### config.mk
export PLATFORM = sky130hd
export DESIGN_NAME = traffic_phase_sched
export DESIGN_NICKNAME = d
export VERILOG_FILES = /design/src/rtl/traffic_pkg.sv /design/src/rtl/rr_jam_picker.sv /design/src/rtl/traffic_phase_sched.sv
export SDC_FILE = /design/constraint.sdc
export NUM_CORES = 1
export LEC_CHECK = 0
export ABC_AREA = 0
export CAP_MARGIN = 10
export CORE_MARGIN = 4
export CORE_UTILIZATION = 36
export CTS_CLUSTER_SIZE = 16
export DETAILED_ROUTE_END_ITERATION = 6
export PLACE_DENSITY = 0.73
export REMOVE_ABC_BUFFERS = 1
export SYNTH_ARGS = -nofsm -noshare
export SYNTH_HDL_FRONTEND = slang
export SYNTH_SLANG_ARGS = --single-unit
### constraint.sdc
create_clock -name i_clk -period 1.9 [get_ports i_clk]
set_input_delay 0.285 -clock i_clk [delete_from_list [all_inputs] [get_ports i_clk]]
set_output_delay 0.285 -clock i_clk [all_outputs]
set_load 0.005 [all_outputs]
### src/rtl/traffic_pkg.sv
// Shared types and default timings for the four-road intersection phase scheduler.
package traffic_pkg;

   localparam int unsigned NUM_ROADS          = 4;
   localparam int unsigned DEF_GREEN_NORM     = 8;
   localparam int unsigned DEF_GREEN_JAM      = 12;
   localparam int unsigned DEF_YELLOW_CYC     = 3;
   localparam int unsigned DEF_ALLRED_CYC     = 2;
   localparam int unsigned DEF_MIN_GREEN      = 4;
   localparam int unsigned DEF_MAX_JAM_STREAK = 2;

   typedef logic [1:0] road_t;

   typedef enum logic [1:0] {
      PH_ALL_RED = 2'd0,
      PH_GREEN   = 2'd1,
      PH_YELLOW  = 2'd2
   } phase_e;

   function automatic logic [NUM_ROADS-1:0] road_onehot(input road_t road);
      road_onehot       = '0;
      road_onehot[road] = 1'b1;
   endfunction

endpackage

### src/rtl/rr_jam_picker.sv
// Combinational round-robin picker: first requesting road at or after i_ptr, wrapping mod 4.
module rr_jam_picker
   import traffic_pkg::*;
(
   input  logic [NUM_ROADS-1:0] i_req,
   input  road_t                i_ptr,
   output logic                 o_valid,
   output road_t                o_grant_idx
);

   always_comb begin
      o_valid     = |i_req;
      o_grant_idx = i_ptr;
      // Scan farthest-first so the nearest requester wins by being written last.
      for (int k = NUM_ROADS - 1; k >= 0; k--) begin
         if (i_req[i_ptr + road_t'(k)]) o_grant_idx = i_ptr + road_t'(k);
      end
   end

endmodule

### src/rtl/traffic_phase_sched.sv
// Intersection phase scheduler: GREEN -> YELLOW -> ALL_RED per road, round-robin service
// with jam priority, bounded jam streaks and preemption of normal greens.
module traffic_phase_sched
   import traffic_pkg::*;
#(
   parameter int unsigned GREEN_NORM     = DEF_GREEN_NORM,
   parameter int unsigned GREEN_JAM      = DEF_GREEN_JAM,
   parameter int unsigned YELLOW_CYC     = DEF_YELLOW_CYC,
   parameter int unsigned ALLRED_CYC     = DEF_ALLRED_CYC,
   parameter int unsigned MIN_GREEN      = DEF_MIN_GREEN,
   parameter int unsigned MAX_JAM_STREAK = DEF_MAX_JAM_STREAK
) (
   input  logic                 i_clk,
   input  logic                 i_rst,
   input  logic                 i_tick,
   input  logic [NUM_ROADS-1:0] i_jam_sensor,
   output logic [NUM_ROADS-1:0] o_allow,
   output logic [NUM_ROADS-1:0] o_yellow,
   output logic [1:0]           o_phase,
   output road_t                o_current_road,
   output logic                 o_jam_active,
   output logic                 o_phase_start
);

   localparam int unsigned MAX_GREEN = (GREEN_JAM > GREEN_NORM) ? GREEN_JAM : GREEN_NORM;
   localparam int unsigned MAX_AMBER = (YELLOW_CYC > ALLRED_CYC) ? YELLOW_CYC : ALLRED_CYC;
   localparam int unsigned MAX_DUR   = (MAX_GREEN > MAX_AMBER) ? MAX_GREEN : MAX_AMBER;
   localparam int unsigned TW        = (MAX_DUR > 1) ? $clog2(MAX_DUR) : 1;
   localparam int unsigned SW        = $clog2(MAX_JAM_STREAK + 1);

   phase_e                 r_phase,        w_phase_d;
   logic   [TW-1:0]        r_timer,        w_timer_d;
   road_t                  r_road,         w_road_d;
   road_t                  r_last_road,    w_last_road_d;
   road_t                  r_norm_next,    w_norm_next_d;
   logic                   r_jam_active,   w_jam_active_d;
   logic   [SW-1:0]        r_jam_streak,   w_jam_streak_d;
   logic                   r_phase_start,  w_phase_start_d;

   logic                   w_pick_valid;
   road_t                  w_pick_idx;
   road_t                  w_ptr;
   logic   [NUM_ROADS-1:0] w_road_oh;
   logic                   w_streak_ok;
   logic                   w_take_jam;
   road_t                  w_sel_road;
   logic                   w_preempt;

   assign w_ptr       = r_last_road + road_t'(1);
   assign w_road_oh   = road_onehot(r_road);
   assign w_streak_ok = r_jam_streak < SW'(MAX_JAM_STREAK);
   assign w_take_jam  = w_pick_valid && w_streak_ok;
   assign w_sel_road  = w_take_jam ? w_pick_idx : r_norm_next;
   // Timer <= GREEN_NORM-MIN_GREEN means this tick completes at least MIN_GREEN of service.
   assign w_preempt   = !r_jam_active && (|(i_jam_sensor & ~w_road_oh)) && w_streak_ok &&
                        (r_timer <= TW'(GREEN_NORM - MIN_GREEN));

   rr_jam_picker u_picker (
      .i_req       (i_jam_sensor),
      .i_ptr       (w_ptr),
      .o_valid     (w_pick_valid),
      .o_grant_idx (w_pick_idx)
   );

   always_ff @(posedge i_clk) begin
      if (i_rst) begin
         r_phase       <= PH_ALL_RED;
         r_timer       <= TW'(ALLRED_CYC - 1);
         r_road        <= '0;
         r_last_road   <= road_t'(NUM_ROADS - 1);
         r_norm_next   <= '0;
         r_jam_active  <= 1'b0;
         r_jam_streak  <= '0;
         r_phase_start <= 1'b0;
      end else begin
         r_phase       <= w_phase_d;
         r_timer       <= w_timer_d;
         r_road        <= w_road_d;
         r_last_road   <= w_last_road_d;
         r_norm_next   <= w_norm_next_d;
         r_jam_active  <= w_jam_active_d;
         r_jam_streak  <= w_jam_streak_d;
         r_phase_start <= w_phase_start_d;
      end
   end

   always_comb begin
      w_phase_d       = r_phase;
      w_timer_d       = r_timer;
      w_road_d        = r_road;
      w_last_road_d   = r_last_road;
      w_norm_next_d   = r_norm_next;
      w_jam_active_d  = r_jam_active;
      w_jam_streak_d  = r_jam_streak;
      w_phase_start_d = r_phase_start;
      if (i_tick) begin
         w_phase_start_d = 1'b0;
         unique case (r_phase)
            PH_ALL_RED: begin
               if (r_timer == '0) begin
                  w_phase_d       = PH_GREEN;
                  w_phase_start_d = 1'b1;
                  w_road_d        = w_sel_road;
                  w_last_road_d   = w_sel_road;
                  if (w_take_jam) begin
                     w_timer_d      = TW'(GREEN_JAM - 1);
                     w_jam_active_d = 1'b1;
                     w_jam_streak_d = r_jam_streak + SW'(1);
                  end else begin
                     w_timer_d      = TW'(GREEN_NORM - 1);
                     w_jam_active_d = 1'b0;
                     w_jam_streak_d = '0;
                     w_norm_next_d  = r_norm_next + road_t'(1);
                  end
               end else begin
                  w_timer_d = r_timer - TW'(1);
               end
            end
            PH_GREEN: begin
               if (r_timer == '0 || w_preempt) begin
                  w_phase_d = PH_YELLOW;
                  w_timer_d = TW'(YELLOW_CYC - 1);
               end else begin
                  w_timer_d = r_timer - TW'(1);
               end
            end
            PH_YELLOW: begin
               if (r_timer == '0) begin
                  w_phase_d = PH_ALL_RED;
                  w_timer_d = TW'(ALLRED_CYC - 1);
               end else begin
                  w_timer_d = r_timer - TW'(1);
               end
            end
            default: begin
               w_phase_d = PH_ALL_RED;
               w_timer_d = TW'(ALLRED_CYC - 1);
            end
         endcase
      end
   end

   always_comb begin
      o_allow  = '0;
      o_yellow = '0;
      unique case (r_phase)
         PH_GREEN:  o_allow  = w_road_oh;
         PH_YELLOW: o_yellow = w_road_oh;
         default:   ;
      endcase
   end

   assign o_phase        = r_phase;
   assign o_current_road = r_road;
   assign o_jam_active   = r_jam_active;
   assign o_phase_start  = r_phase_start;

endmodule

==> reports/results.ini <==
[run_status]
status=finished clean

[synth]
yosysMostFrequentCell=nor2_1
yosysTopAreaCellShare_pct=30.2
ys_types=43
synthArstFlopShare_pct=0
synthTopCellsByArea=dfxtp_1 30%, nor2_1 6.4%, a21oi_1 4.7%, nand2_1 4.6%, mux2i_1 3.8%
synth_seq_cells=16
yosysWarnings=0
synthTopCellsByCount=18 x nor2_1, 16 x dfxtp_1, 13 x nand2_1, 10 x a21oi_1, 7 x nor3_1
ys_seq_area_share_pct=30.2
avgSynthCellArea_um2=7.74
synth.largest_area_cell=dfxtp_1
synth_cells=137
ys.flop_type=dfxtp_1
synth_edf_count=0
synthesis.area_mm2=0.00106

[critical_path]
startpoint_type=input port
end_kind=flip-flop
r2r-end=r_timer[1]
worst_ep_arrival_time_ns=2.01
cp.required_ns=2.08
critPathTopFamily=simple AND/OR/NAND/NOR gates
ff2ff_path_depth=8
crit_cells=6
crit_start=i_jam_sensor[2]
crit_type=in2reg
reg2reg_from=r_timer[0]
timing.critical_path.buf_inv=1
cpPeakStageDelay_ns=0.52
cp_slowest_cell=clkdlybuf4s50_1
rrSetupSlack_ns=0.08
path_max_fanout=4
crit_end=o_current_road[0]
crit_chain=clkdlybuf4s50_1, or3b_2, a21oi_4, nor4_4, mux2i_1, o41ai_2

[global_routing]
track_usage_pct=14.8
gr-total-overflow=0
grt_pass1_vias=1100
grt_max_degree=11
antenna_found_initial=0
grt_pass1_wl_um=4910

[power]
vdd_drop_max_v=0.000455
powerDensity_mw_per_mm2=631
leakage_nw=0.636

[finish]
drive_above_1_share_pct=23.9
synthToLayoutAreaGrowth_pct=44.7
nNetsFinal=185
antenna_cells=0
finalNonFillerCells=207

[timing]
setup_viol=0
finalWorstSetupSlack_ns=0.0686
finClkSkew_ns=0.00438
rsz0062_at_grt=no
fmax_mhz=546
layout_min_cycle_time_ns=1.83
finalSetupTns_ns=0
relSlewSlack_pct=71.3
whs_ns=0.477
slew_violations=0
fin_crit_sh_pct=96.4
hold_violations=0
worstMarginPinSlew_ns=0.428

[placement]
dp_cells=203
detailed_place_hpwl_um=2200
pre_cts_ws_ns=-0.337
gp_congestion=0.893
port_buffers=20

[routing]
via_per_inst=5.51
firstDrtPassIters=4
drtIter0Drc=76
ant_nets=0
routedWlPerCell_um=13.8
vias=1141
drc_errors=0
wirelength_um=2860

[clock_tree]
clockBufferDepth=2
cts_sinks=16
clk_pin_slew_ns=0.10
hold_buffers=0
cts_buffers=3
clkLatencyLatePin_ns=0.28
cts_tree=built
ctsHtreeMaxLevel=1
cts-root-buf=clkbuf_4
postCtsSetupBuffers=0

[floorplanning]
start_util_pct=38.1
core_mm2=0.00278
die_area_mm2=0.00388
fp-row-count=19
die_h_um=62.3
ios=21
die_w_um=62.3

[min_path]
hold_class=reg2reg

[flow_run]
max-cap-violations=0

placed cells by master, fill, tap and decap left out, types with 2 or more instances in the layout:
| cell type | synthesis | final |
|---|---|---|
| clkdlybuf4s50_1 | 0 | 17 |
| o31ai_1 | 2 | 2 |
| a22oi_1 | 2 | 2 |
| o21ai_0 | 4 | 4 |
| a21oi_1 | 10 | 9 |
| nand3_1 | 3 | 3 |
| nand2b_1 | 4 | 3 |
| nand2_1 | 13 | 13 |
| nor2_1 | 18 | 18 |
| nor2b_1 | 2 | 2 |
| nor4_1 | 2 | 2 |
| buf_4 | 0 | 23 |
| clkbuf_4 | 0 | 3 |
| o21bai_1 | 2 | 2 |
| inv_1 | 6 | 5 |
| nand3b_1 | 5 | 5 |
| dfxtp_1 | 16 | 12 |
| dfxtp_2 | 0 | 3 |
| o22ai_1 | 2 | 2 |
| xor2_1 | 4 | 4 |
| mux2i_1 | 4 | 4 |
| dlymetal6s2s_1 | 0 | 3 |
| nor3_1 | 7 | 7 |
layer usage:
layer  GRT usage (%)  up-vias  share of wire [%]
li1                -      579                  -
met1            19.1      514                 45
met2            24.1       46                 48
met3            3.24        2                6.5
met4            5.04        0               0.63
met5               0        -                  0
cell type report:
cell class / instances / area, um2
clock buffers: 4 / 36.3
flip-flops and latches: 16 / 328
inverters: 6 / 22.5
repair buffers: 43 / 380
well taps: 31 / 38.8
multi-input cells: 107 / 729
fillers: 280 / 1250
power by group:
group          total, mW  switching (mW)  leakage [nW]  internal (mW)
Combinational      0.337           0.154         0.483          0.183
Sequential         0.405          0.0433         0.133          0.361
Clock              0.227           0.111        0.0210          0.117
worst min path at each step:
| stage | start | endpoint | slack (ns) | cells past startpoint |
|---|---|---|---|---|
| final | o_phase_start | o_phase_start | 0.48 | 2 |
| after global routing | o_phase_start | o_phase_start | 0.55 | 2 |
| after CTS | o_phase_start | o_phase_start | 0.48 | 2 |
| after detailed placement | o_phase_start | o_phase_start | 0.46 | 2 |
| after global placement | o_phase_start | o_phase_start | 0.46 | 2 |
| after floorplan | i_rst | o_current_road[1] | 0.35 | 1 |
state kept, by name, indices dropped and copies added, names as in the netlist:
name / count
o_current_road: 2
r_last_road: 2
r_timer: 4
o_phase_start: 1
o_jam_active: 1
r_norm_next: 2
r_jam_streak: 2
o_phase: 2
worst reg2reg max path, stage by stage (launching register included):
cell and delay (ns):
dfxtp_1 0.33, inv_1 0.07, ha_2 0.19, inv_1 0.08
a2111oi_4 0.31, o211ai_1 0.19, buf_4 0.18, o2111a_1 0.23
a211oi_2 0.18
what timing repair did:
| item | CTS | global route |
|---|---|---|
| pin swaps | 2 | 2 |
| resized for setup | 7 | 11 |
| setup endpoints to repair | 9 | 11 |
logic make-up after synthesis:
kind of cell	synth area share, %
compound gates	24.6
xor+xnor	3.30
fa+ha+maj	1.18
buf+inv	5.19
flops	30.2
mux	3.77
simple gates	31.7
through the flow:
stage	area, um2	power (mW)	utilization, %
CTS	1500	0.967	53.9
detailed placement	1440	0.725	51.8
floorplan	1030	0.575	-
global placement	1440	0.713	51.8
global route	1540	1.03	55.2
finish	1540	0.969	55.2
(Power assumes the default switching activity.)
